### src/rtl/fixed_to_e4m3.sv
// Iterative signed fixed-point (Q format) to E4M3 converter with valid/ready handshakes.
// Define E4M3_NAN_ON_OVERFLOW_EN to emit NaN on overflow instead of saturating to +-448.
module fixed_to_e4m3 #(
  parameter int IN_WIDTH  = 20,
  parameter int FRAC_BITS = 10
) (
  input  logic                clock,
  input  logic                reset,
  input  logic [IN_WIDTH-1:0] in_data,
  input  logic                in_valid,
  output logic                in_ready,
  output logic [7:0]          y,
  output logic                is_output_valid,
  input  logic                out_ready
);

  localparam logic [5:0] EXP_INIT = 6'(IN_WIDTH - 1 - FRAC_BITS + 7);

`ifdef E4M3_NAN_ON_OVERFLOW_EN
  localparam logic [6:0] OVF_CODE = 7'h7F;
`else
  localparam logic [6:0] OVF_CODE = 7'h7E;
`endif

  typedef enum logic [1:0] {IDLE, NORMALIZE, ROUND, DONE} state_t;

  state_t              state;
  logic                sign;
  logic [IN_WIDTH-1:0] mag;
  logic [5:0]          exp_cnt;

  logic [IN_WIDTH-1:0] abs_in;
  logic                hid;
  logic [2:0]          man;
  logic                guard;
  logic                sticky;
  logic                inc;
  logic [4:0]          rsum;
  logic [6:0]          field;
  logic                ovf;

  assign in_ready = (state == IDLE);

  // The most negative input negates to itself, which reads correctly as 2^(IN_WIDTH-1) unsigned.
  assign abs_in = in_data[IN_WIDTH-1] ? (~in_data) + IN_WIDTH'(1) : in_data;

  always_comb begin
    hid    = mag[IN_WIDTH-1];
    man    = mag[IN_WIDTH-2:IN_WIDTH-4];
    guard  = mag[IN_WIDTH-5];
    sticky = |mag[IN_WIDTH-6:0];
    inc    = guard & (sticky | man[0]);
    rsum   = {1'b0, hid, man} + {4'b0000, inc};
    // A carry out of the hidden bit bumps the exponent; a subnormal rounding up to 1.000
    // lands in rsum[3] with exp_cnt already at 1, so it picks up field 1 naturally.
    if (rsum[4])
      field = {1'b0, exp_cnt} + 7'd1;
    else if (rsum[3])
      field = {1'b0, exp_cnt};
    else
      field = 7'd0;
    ovf = (field > 7'd15) || ((field == 7'd15) && (rsum[2:0] == 3'b111));
  end

  always_ff @(posedge clock or negedge reset) begin
    if (!reset) begin
      state           <= IDLE;
      sign            <= 1'b0;
      mag             <= '0;
      exp_cnt         <= 6'd0;
      y               <= 8'h00;
      is_output_valid <= 1'b0;
    end else begin
      case (state)
        IDLE: begin
          if (in_valid) begin
            sign    <= in_data[IN_WIDTH-1];
            mag     <= abs_in;
            exp_cnt <= EXP_INIT;
            if (abs_in == '0) begin
              y               <= 8'h00;
              is_output_valid <= 1'b1;
              state           <= DONE;
            end else begin
              state <= NORMALIZE;
            end
          end
        end
        NORMALIZE: begin
          if (mag[IN_WIDTH-1] || (exp_cnt == 6'd1)) begin
            state <= ROUND;
          end else begin
            mag     <= mag << 1;
            exp_cnt <= exp_cnt - 6'd1;
          end
        end
        ROUND: begin
          if (ovf)
            y <= {sign, OVF_CODE};
          else
            y <= {sign, field[3:0], rsum[2:0]};
          is_output_valid <= 1'b1;
          state           <= DONE;
        end
        DONE: begin
          if (out_ready) begin
            is_output_valid <= 1'b0;
            state           <= IDLE;
          end
        end
        default: state <= IDLE;
      endcase
    end
  end

endmodule

### config.mk
export PLATFORM = sky130hd
export DESIGN_NAME = fixed_to_e4m3
export DESIGN_NICKNAME = d
export VERILOG_FILES = /design/src/rtl/fixed_to_e4m3.sv
export SDC_FILE = /design/constraint.sdc
export NUM_CORES = 1
export LEC_CHECK = 0
export CAP_MARGIN = 40
export CELL_PAD_IN_SITES_DETAIL_PLACEMENT = 1
export CELL_PAD_IN_SITES_GLOBAL_PLACEMENT = 2
export CORE_AREA = 4 4 88 111
export CTS_CLUSTER_SIZE = 40
export DETAILED_ROUTE_END_ITERATION = 10
export DIE_AREA = 0 0 92 115
export MAX_ROUTING_LAYER = met4
export PLACE_DENSITY_LB_ADDON = 0.1
export SETUP_SLACK_MARGIN = 0.05
export SYNTH_ARGS = -nofsm -noshare
export SYNTH_HDL_FRONTEND = slang
export SYNTH_SLANG_ARGS = --single-unit
### constraint.sdc
create_clock -name clock -period 2.5 [get_ports clock]
set_clock_uncertainty 0.05 [all_clocks]
set_input_delay 0.25 -clock clock [delete_from_list [all_inputs] [get_ports clock]]
set_output_delay 0.25 -clock clock [all_outputs]
set_load 0.03 [all_outputs]
# Word level (Yosys, flattened, before mapping)
# Index checks and enable logic that the tools add are counted.
# Widths: inputs -> output; s select.
[op_classes]
bitwise_logic = 3
eq_ne = 11
n_reduce_logical = 14
n_addsub = 4
magnitude_cmp = 1
n_mux = 22
[ops]
columns = ["op", "n"]
rows = [
  ["$mux 20", 3],
  ["$pmux 20 s2", 1],
  ["$add 20x1->20 const B", 1],
  ["$logic_not 20->1", 1],
  ["$not 20->20", 1],
  ["$mux 6", 3],
  ["$mux 8", 2],
  ["$pmux 8 s2", 1],
  ["$reduce_or 15->1", 1],
  ["$mux 7", 2],
  ["$pmux 6 s2", 1],
  ["$reduce_and 3->1", 3],
  ["$mux 2", 4],
  ["$ne 2x2->1 const B", 4],
  ["$pmux 2 s4", 1],
  ["$add 6x1->7 const B", 1],
  ["$eq 7x4->1 const B", 1],
  ["$gt 7x4->1 const B", 1],
  ["$eq 6x1->1 const B", 1],
  ["$sub 6x1->6 const B", 1],
  ["$add 4x1->5", 1],
  ["$eq 2x2->1 const B", 2],
  ["$reduce_and 4->1", 1],
  ["$reduce_bool 2->1", 2],
  ["other kinds (12)", 15],
]
[word_totals]
reg_bits = 38
word_cells = 61

# Logic depth before layout (Yosys ltp)
[depth]
word_depth = 11
ltp_mapped = 11

# Worst setup path after synthesis
# OpenSTA, ideal clock, no wires.
[synth_timing]
path_type = "in2reg"
start = "input port in_data[0]"
end = "register is_output_valid"
path_stages = 10
t_arrival_ps = 2312
n_path_buf = 1
setup_ps = 131
slack_ps = 7
path_cell_list = "inv_1 ha_1 buf_2 or3b_1 a211oi_1 nand3_1 nor4_2 nand2_2 o311a_1 or3_1"
[synth_between]
elab_chain_cells = 6
[synth_lines]
columns = ["item", "line_no", "rtl"]
rows = [
  ["start, declared", "9", "input logic [IN_WIDTH-1:0] in_data,"],
  ["$not 20->20", "45", "assign abs_in = in_data[IN_WIDTH-1] ? (~in_data) + IN_WIDTH'(1) : in_data;"],
  ["$add 20x1->20", "45", ""],
  ["$mux 20 (*)", "45", ""],
  ["$logic_not 20->1 (*)", "80", "if (abs_in == '0) begin"],
  ["$ne 2x1->1 (no source line) (*)", "n/a", ""],
  ["$reduce_and 4->1 (no source line) (*)", "n/a", ""],
  ["end signal, assigned", "72", "is_output_valid <= 1'b0;"],
  ["end signal, assigned", "82", "is_output_valid <= 1'b1;"],
  ["end signal, assigned", "102", "is_output_valid <= 1'b1;"],
  ["end, declared", "13", "output logic is_output_valid,"],
]
# Every way passes the cells marked *; elsewhere a longest branch is shown, timed or not.
# A chain may end at the register's enable or synchronous reset.

# Final worst setup path
[layout_timing]
start = "input port in_data[1]"
end = "register state[1]"
[layout_between]
elab_chain_cells = 7
[layout_lines]
columns = ["item", "line_no", "rtl"]
rows = [
  ["$not 20->20", "45", ""],
  ["$add 20x1->20", "45", ""],
  ["$mux 20 (*)", "45", ""],
  ["$logic_not 20->1 (*)", "80", ""],
  ["$mux 2 (*)", "80", ""],
  ["$mux 2 (*)", "76", "if (in_valid) begin"],
  ["$pmux 2 s4 (*)", "74", "case (state)"],
  ["end signal, assigned", "83", "state <= DONE;"],
  ["end signal, assigned", "85", "state <= NORMALIZE;"],
  ["end signal, assigned", "91", "state <= ROUND;"],
  ["end, declared", "27", "state_t state;"],
]
# Every way passes the cells marked *; elsewhere a longest branch is shown, timed or not. The select of a mux whose other input is x is not followed.

==> impl_metrics.toml <==
[worst_setup_path]
crit_top_cell = "buf_6"
reg2reg_from = "mag[16]$_DFFE_PN0P_"
worstPathArrival_ns = 2.56
cpPeakStageDelay_ns = 0.39
cp-start-kind = "input port"
r2r_end = "y[3]$_DFFE_PN0P_"
worstPathRequired_ns = 2.66
rrSetupSlack_ns = 0.33
rr_worst_depth = 10
crit_slowest_cell = "or3_1"
crit_chain = "dlygate4sd2_1 > buf_6 > nor3_4 > buf_6 > nand4_1 > nor3b_4 > a311oi_2 > nand4b_4 > buf_4 > or3_1 > a31oi_1"
end_kind = "flip-flop"
path_class = "input port to flip-flop"
crit_fanout = 6

[run_status]
status = "completed"

[die]
die-area_um2 = 10600
io_pins = 34
die_h_um = 115
rows = 38
start_util = 0.338
design.core.area_um2 = 8650
die_x_um = 92

[placed_design]
place_congestion = 0.881
portBuffers = 33
dp_slack_ns = -0.549
placed_area_um2 = 3800
dp_hpwl_mm = 6.97

[timing]
slew_headroom = 0.634
worst_slew_pin_slew_ns = 0.542
fin_crit_ns = 2.40
maxSlewViolCount = 0
hold_viol_final = 0
fin_setup_tns_ns = 0
whs_ns = 0.252
setup_viol_count_final = 0
rsz0062_at_grt = "no"
clock.fmax_mhz = 417
worst_slack_ns = 0.100
fin_crit_sh = 0.960

[clocking]
clkSlewWorstSetupHoldPaths_ns = 0.08
htreeDepth = 2
clk_latency_ns = 0.29
cts_made_buffers = 5
cts_root_buf = "clkbuf_8"
clock_sinks = 38
clk_path_buf_depth = 2
cts_tree = "yes"

[yosys]
muxShareOfSynthArea = 0.0454
syn_area_um2 = 2920
synthArstFlopShare = 1.00
yosys_most_used_dff = "dfrtp_1"
ys_types = 62
yosysSeqAreaShare = 0.325
synthCells = 359
synth_seq_cells = 38
netlist.area_leader.share = 0.325
synth_top_area_cell = "dfrtp_1"
synth_warnings = 0
synth-adder-area-share = 0.0428
synth_xor_area_frac = 0.0540
netlist_top_cells_area = "dfrtp_1, o21ai_0, nand2_1"
synth_compound_area_frac = 0.209
post_synth.cell_area_avg_um2 = 8.14
synth_edf_count = 0
synth_nets = 393
yosys.area_share.simple = 0.262
synth_top_family_by_area = "simple AND/OR/NAND/NOR gates"

[global_routing]
grt_pass1_wl_mm = 15.0
grt_usage = 0.181
grt_max_degree = 36
grt_pass1_vias = 3089
antenna_found_initial = 0
grt_overflow_total = 0

[pwr]
ir_drop_uv = 294
power.density_nw_per_um2 = 868
leakage_uw = 0.00186

[route]
wl_per_cell_um = 15.8
firstDrtPassIters = 4
vias_per_cell = 5.11
via_count = 2925
drtAntennaViolNets = 0
dr.first_iter.drc_count = 88
wirelength_mm = 9.06
drc = 0

[final_layout]
syn2layout_area_growth_pct = 43.7
drive_gt1_frac = 0.281
antenna_cells = 0
layout.nets = 485
fin_area_um2 = 4200
final_util = 0.485

[hold_path]
worstHoldPathType = "input port to asynchronous set/reset pin"

[flow_run]
maxCapViolations = 0
## what timing repair did
item	4_1_cts	5_1_grt
resized for setup	35	24
endpoints found under the hold margin	38	0
endpoints found under the setup margin	10	13
pin swaps	14	22
buffers inserted	6	5
hold buffers	1	0
## per-layer routing
layer  wire length, um  global-route usage  share of wire  vias up
met5                 0                   -              0        -
met4               136              0.0545          0.015        0
met3               171              0.0144          0.019       10
met2              4820               0.333           0.53       37
met1              3930               0.211           0.43     1402
li1                  -                   -              -     1476
## cell usage after synthesis (3+ instances only)
cell type	count
o31ai_1	4
dfrtp_1	38
xor2_1	7
o2bb2ai_1	7
xnor2_1	11
nand2b_1	3
nor4_1	5
nand2_1	42
mux2i_1	11
o21ai_0	48
nand3_1	12
buf_2	3
clkbuf_1	20
inv_1	17
nand4_1	10
ha_1	10
a21oi_1	18
nor2_1	25
nor3_1	10
or3_1	5
## layout by cell type (no fill, tap or decap), drive strengths merged, types with 8 or more instances in the layout
master / count
clkdlybuf4s50: 17
nor3: 11
o21ai: 48
nor4: 8
nand4: 10
a21oi: 18
nor2: 25
inv: 17
clkbuf: 9
dlygate4sd2: 8
ha: 10
buf: 78
xnor2: 11
dfrtp: 38
nand3: 12
mux2i: 11
nand2: 44
## power breakdown
group / switching, uW / internal [uW] / leakage (uW) / total (uW)
Combinational: 1090 / 784 / 0.00131 / 1880
Clock: 235 / 426 / 0.0000714 / 661
Sequential: 233 / 872 / 0.000481 / 1110
## stage by stage
step           power (uW)  cells
2_1_floorplan        2280    359
3_3_place_gp         2920    551
3_5_place_dp         2980    552
4_1_cts              3670    567
5_1_grt              3980    572
6_report             3640    572
## kinds of logic (layout without fill, tap and decap cells)
| group | after synthesis | in the layout |
|---|---|---|
| buffers and inverters | 43 | 136 |
| AO/OA/AOI/OAI | 98 | 98 |
| XOR/XNOR | 18 | 18 |
| flip-flops | 38 | 38 |
| adder cells (fa/ha/maj) | 10 | 10 |
| AND/OR/NAND/NOR | 139 | 139 |
| multiplexers | 13 | 13 |
## registers in the layout, summed over array words and instances, names as in the netlist
signal	cells
exp_cnt	6
is_output_valid	1
mag	20
sign	1
state	2
y	8
## cell type report
type,instances,area (um^2)
clock buffers,6,82.6
clock inverters,2,60.1
fillers,1062,4460
inverters,17,63.8
multi-input cells,278,1970
flip-flops and latches,38,951
well taps,120,150
repair buffers,111,918
## worst max path at each step
stage	slack (ns)	endpoint	start	depth (start not counted)
after floorplan	0.05	is_output_valid$_DFFE_PN0P_	in_data[0]	10
after global placement	-0.51	is_output_valid$_DFFE_PN0P_	in_data[10]	8
after detailed placement	-0.55	is_output_valid$_DFFE_PN0P_	in_data[1]	10
after CTS	0.05	is_output_valid$_DFFE_PN0P_	in_data[1]	9
after global routing	0.004	y[7]$_DFFE_PN0P_	in_data[1]	11
final	0.10	state[1]$_DFFE_PN0P_	in_data[1]	11
## critical path: cells and delay by family
kind	cells	cell delay (ns)
buf+inv	4	0.70
simple gates	5	1.12
compound gates	2	0.49
No activity file was read; power rests on OpenSTA's default activity.
==> variant 1: new RTL, same flow settings <==
Set the parameter `IN_WIDTH` to 28 (it was 20).
--- a/src/rtl/fixed_to_e4m3.sv
+++ b/src/rtl/fixed_to_e4m3.sv
@@ -1,7 +1,7 @@
 // Iterative signed fixed-point (Q format) to E4M3 converter with valid/ready handshakes.
 // Define E4M3_NAN_ON_OVERFLOW_EN to emit NaN on overflow instead of saturating to +-448.
 module fixed_to_e4m3 #(
-  parameter int IN_WIDTH  = 20,
+  parameter int IN_WIDTH  = 28,
   parameter int FRAC_BITS = 10
 ) (
   input  logic                clock,
Ports: changed (resized in_data); port bits go from 34 to 42. The function was not compared with the original's and may differ.
==> variant 1 against the unedited design <==
  * Sequential share of layout area is 0.38 points lower
  * Maximum frequency is 25% lower
  * The run now ends with setup timing left
  * Design area is 23% higher
  * Setup slack worse by 0.82 ns
  * Power is 22% higher
  * Core utilization is 11 points higher
  * Sequential cell count is 8 higher
  * Synthesized area is 18% higher
  * Routed wire length is 45% higher
==> variant 1: results (changes against the unedited design) <==
\begin{tabular}{lr}
\hline
Metric & Value \\
\hline
\multicolumn{2}{l}{\textbf{Placement}} \\
\quad RePlAce Congestion & 0.9390 (+6.6\%) \\
\quad Number of port buffers & 41 (+24\%) \\
\quad Placed Cells & 657 (+19\%) \\
\quad Worst slack, placed & -1.648 ns (-1.100 ns) \\
\multicolumn{2}{l}{\textbf{Synthesis}} \\
\quad Post-synthesis cell type count & 54 (-13\%) \\
\quad Synth Net Count & 466 (+19\%) \\
\quad Synth Area in Adders & 3.642\% (-0.64 points) \\
\quad Commonest cells in the synthesized netlist & sky130\_fd\_sc\_hd\_\_o21ai\_0 (52), sky130\_fd\_sc\_hd\_\_nand2\_1 (47), sky130\_fd\_sc\_hd\_\_dfrtp\_1 (46) \\
\quad Post-Syn Area per Cell & 8.103 µm² (-0.43\%) \\
\quad Mux cell area share after synthesis & 3.787\% (-0.75 points) \\
\quad Area share of xor/xnor cells in the synthesized design & 7.647\% (+2.3 points) \\
\multicolumn{2}{l}{\textbf{Routing}} \\
\quad Count of routing violations after the opening detailed-route iteration & 148 (+68\%) \\
\quad Routed metal-1 wirelength & 5.216 mm (+33\%) \\
\quad Average routed wire per standard cell & 19.35 µm (+22\%) \\
\quad DR vias/cell & 5.593 (+9.4\%) \\
\multicolumn{2}{l}{\textbf{Worst setup path}} \\
\quad Worst setup endpoint & y[1] \\
\quad Setup crit start & in\_data[5] \\
\quad Worst reg2reg endpoint & y[0] \\
\multicolumn{2}{l}{\textbf{Layout}} \\
\quad Buffering overhead & 24.88\% (+3.0 points) \\
\quad Area taken by flip-flops and latches & 0.001151 mm² (+21\%) \\
\quad Clock tree buffer count of the final layout & 7 (+1) \\
\quad Clock-cell share of area & 1.477\% (-1.9 points) \\
\quad Post-layout net count & 603 (+24\%) \\
\multicolumn{2}{l}{\textbf{STA}} \\
\quad Setup Viol. Count Final & 10 (+10) \\
\quad Final-layout setup total negative slack & -6.596 ns (-6.596 ns) \\
\quad Minimum setup slack in the final design & -0.7204 ns (-0.8207 ns) \\
\multicolumn{2}{l}{\textbf{Global route}} \\
\quad Vias in the first global route & 4040 (+31\%) \\
\quad Met1 usage in global routing & 26.69\% (+5.6 points) \\
\multicolumn{2}{l}{\textbf{Power}} \\
\quad Pwr Total & 4441 µW (+22\%) \\
\quad Sequential cell fraction of total power & 30.6\% (+0.3 points) \\
\multicolumn{2}{l}{\textbf{Outcome}} \\
\quad Failing checks & setup timing \\
\quad Run status & finished, violations left \\
\hline
\end{tabular}
variant 1: changes by cell type in the layout (fill, tap and decap cells not counted), moves of 5 or more:
cell                              change
sky130_fd_sc_hd__a21oi_1             +11
sky130_fd_sc_hd__a31oi_1              +6
sky130_fd_sc_hd__buf_4               +34
sky130_fd_sc_hd__clkdlybuf4s50_1      +5
sky130_fd_sc_hd__dfrtp_1              +8
sky130_fd_sc_hd__inv_1                +6
sky130_fd_sc_hd__nand3_1              -5
sky130_fd_sc_hd__nand4_1              -5
sky130_fd_sc_hd__nor2_1               +6
sky130_fd_sc_hd__o2bb2ai_1            -7
sky130_fd_sc_hd__or4_4                +6
sky130_fd_sc_hd__xor2_1              +11
variant 1: timing repair:
action	in CTS	in global routing
pin swaps	27	5
setup buffers	9	7
gates resized for setup	95	15
hold buffers	1	0
endpoints found under the setup margin	30	19
hold endpoints to repair	15	0
==> variant 2: new RTL, same settings <==
Without the edit above. Re-encode `state_t` (4 states) as one-hot, 4 bits wide.
--- a/src/rtl/fixed_to_e4m3.sv
+++ b/src/rtl/fixed_to_e4m3.sv
@@ -22,7 +22,7 @@
   localparam logic [6:0] OVF_CODE = 7'h7E;
 `endif
 
-  typedef enum logic [1:0] {IDLE, NORMALIZE, ROUND, DONE} state_t;
+  typedef enum logic [3:0] {IDLE = 4'b0001, NORMALIZE = 4'b0010, ROUND = 4'b0100, DONE = 4'b1000} state_t;
 
   state_t              state;
   logic                sign;
Behaviour: same outputs for any inputs over 10 cycles, from zero or initial values and one cycle with reset low; not proved beyond that.
==> variant 2 against the unedited design <==
  * Synthesized area fell by 2.2%
  * Clock power fell by 32%
  * Die area did not move
  * Via count fell by 2.6%
  * Sequential cell count rose by 2
  * Critical path depth did not move
  * Setup slack improved by 0.045 ns
  * Cell count fell by 4.0%
  * Worst hold slack improved by 0.056 ns
  * Maximum frequency rose by 1.9%
  * Routed wire length fell by 5.0%
  * Power fell by 7.8%
  * Design area fell by 3.2%
  * Critical path type unchanged
==> variant 2: results (changes against the unedited design) <==
\begin{tabular}{lr}
\hline
Metric & Value \\
\hline
\multicolumn{2}{l}{\textbf{Outcome}} \\
\quad Run status & complete, no violations \\
\multicolumn{2}{l}{\textbf{Worst setup path}} \\
\quad CP Data Arrival Time & 2.49 ns (-0.07 ns) \\
\quad Stage delay of the slowest cell on the critical path & 0.43 ns (+0.04 ns) \\
\multicolumn{2}{l}{\textbf{Layout}} \\
\quad Post-layout net count & 457 (-5.8\%) \\
\quad Fillers & 1045 (-1.6\%) \\
\quad Final Non-Filler Cells & 549 (-4.0\%) \\
\quad Fraction of final layout cells sized beyond drive strength 1 & 26.34\% (-1.8 points) \\
\multicolumn{2}{l}{\textbf{Global route}} \\
\quad Met1 usage in global routing & 20.14\% (-0.96 points) \\
\quad Grt met3 use & 1.374\% (-0.065 points) \\
\quad First-pass GRT wire length & 14.44 mm (-4.0\%) \\
\quad Vias in the first global route & 2923 (-5.4\%) \\
\quad GR met2 Demand/Resource & 31.77\% (-1.5 points) \\
\quad Global routing usage summed across all routing layers & 17.40\% (-0.75 points) \\
\multicolumn{2}{l}{\textbf{Power}} \\
\quad Switching component of the power & 1424 µW (-8.8\%) \\
\quad Leakage power & 0.001732 µW (-7.0\%) \\
\quad Peak supply drop & 0.2492 mV (-15\%) \\
\multicolumn{2}{l}{\textbf{Synthesis}} \\
\quad Post-synthesis sequential area ratio & 35.09\% (+2.5 points) \\
\quad Synth Net Count & 370 (-5.9\%) \\
\quad Yosys warning count & 0 (unchanged) \\
\quad Leading cell types by total area after synthesis & sky130\_fd\_sc\_hd\_\_dfrtp\_1 (34\%), sky130\_fd\_sc\_hd\_\_nor2\_1 (5.4\%), sky130\_fd\_sc\_hd\_\_nand2\_1 (4.3\%) \\
\quad Commonest cells in the synthesized netlist & sky130\_fd\_sc\_hd\_\_nor2\_1 (41), sky130\_fd\_sc\_hd\_\_dfrtp\_1 (39), sky130\_fd\_sc\_hd\_\_nand2\_1 (33) \\
\quad Gate count after technology mapping & 341 (-5.0\%) \\
\quad Post-synthesis cell type count & 61 (-1.6\%) \\
\multicolumn{2}{l}{\textbf{Routing}} \\
\quad Vias after detailed routing & 2849 (-2.6\%) \\
\quad Final wirelength & 8.605 mm (-5.0\%) \\
\quad Count of routing violations after the opening detailed-route iteration & 107 (+22\%) \\
\multicolumn{2}{l}{\textbf{STA}} \\
\quad Relative slew slack & 67.67\% (+4.3 points) \\
\quad Final Critical Period & 2.355 ns (-0.04496 ns) \\
\multicolumn{2}{l}{\textbf{Placement}} \\
\quad RePlAce Congestion & 0.7914 (-10\%) \\
\quad Cell area after placement & 0.003745 mm² (-1.4\%) \\
\quad Placed Cells & 530 (-4.0\%) \\
\quad HPWL after detailed placement & 6.696 mm (-4.0\%) \\
\quad Worst slack, placed & -0.6812 ns (-0.1326 ns) \\
\multicolumn{2}{l}{\textbf{Clocking}} \\
\quad H-tree depth & 2 (unchanged) \\
\multicolumn{2}{l}{\textbf{Worst hold path}} \\
\quad Class of the worst hold path & in -> reg \\
\hline
\end{tabular}
==> variant 2: cell types whose count changed after synthesis, moves of 7 or more <==
cell                        change
sky130_fd_sc_hd__nand2_1        -9
sky130_fd_sc_hd__o22ai_1       +17
sky130_fd_sc_hd__inv_1         -10
sky130_fd_sc_hd__nand3_1        +7
sky130_fd_sc_hd__o21ai_0       -30
sky130_fd_sc_hd__mux2i_1        -8
sky130_fd_sc_hd__nor2_1        +16
sky130_fd_sc_hd__o2bb2ai_1      -7
==> variant 2: final cells by class <==
class	count	area, µm²	share of cell area, %
multi-input combinational	273	1854	45.63
sequential	40	1002	24.66
timing repair buffer	101	937.1	23.06
tap	120	150.1	3.695
clock buffer	7	86.33	2.124
inverter	7	26.28	0.6466
clock inverter	1	7.507	0.1847
==> variant 2: what timing repair did <==
item                                    in CTS  in global routing
gates resized for setup                      8                 22
endpoints found under the setup margin      11                 11
hold buffers                                 1                  0
endpoints found under the hold margin       16                  0
cloned                                       0                  1
setup buffers                                1                  8
pin swaps                                    4                 14
==> variant 2: final timing paths <==
check	startpoint	endpoint	slack, ns	depth (start not counted)
max	in_data[7]	y[4]	0.15	11
min	in_data[0]	mag[0]	0.31	4
max reg2reg	mag[16]	y[0]	0.25	8
min reg2reg	sign	sign	0.45	2
max in group asynchronous	reset	mag[9]	1.52	3
min in group asynchronous	reset	y[7]	0.40	2
==> variant 2: kinds of logic after synthesis <==
| logic type | after synthesis | share of synthesized area [%] |
|---|---|---|
| adders and majority gates | 5 | 2.190 |
| buffers and inverters | 28 | 3.680 |
| AOI/OAI and AO/OA | 79 | 18.27 |
| muxes | 7 | 2.628 |
| DFF | 40 | 35.09 |
| and+or+nand+nor | 160 | 31.14 |
| xor gates and xnor gates | 22 | 7.009 |
==> variant 2: power by group through the flow <==
stage	sequential, µW	clock [µW]	combinational [µW]
floorplan	1270	0	943
global placement	1210	0	1670
detailed placement	1220	0	1700
CTS	1210	470	1710
global route	1260	498	1900
finish	1210	452	1700
==> variant 2: worst max-delay path: cells and delay by family <==
family	cells	cell delay, ns
buffers and inverters	4	0.96
AND/OR/NAND/NOR	5	0.80
AO/OA/AOI/OAI	1	0.27
XOR/XNOR	1	0.20
==> variant 2: layer usage <==
layer	part of all wire [%]	vias up
li1	-	1431
met1	43	1377
met2	53	32
met5	0	-
met3	1.9	9
met4	2.0	0
==> variant 2: stage by stage <==
step / hold WS, ns / TNS (ns)
after global routing: 0.3146 / 0
after CTS: 0.4085 / 0
final: 0.3084 / 0
after global placement: 0.3947 / -6.912
after detailed placement: 0.1866 / -6.690
after floorplan: -0.09559 / 0
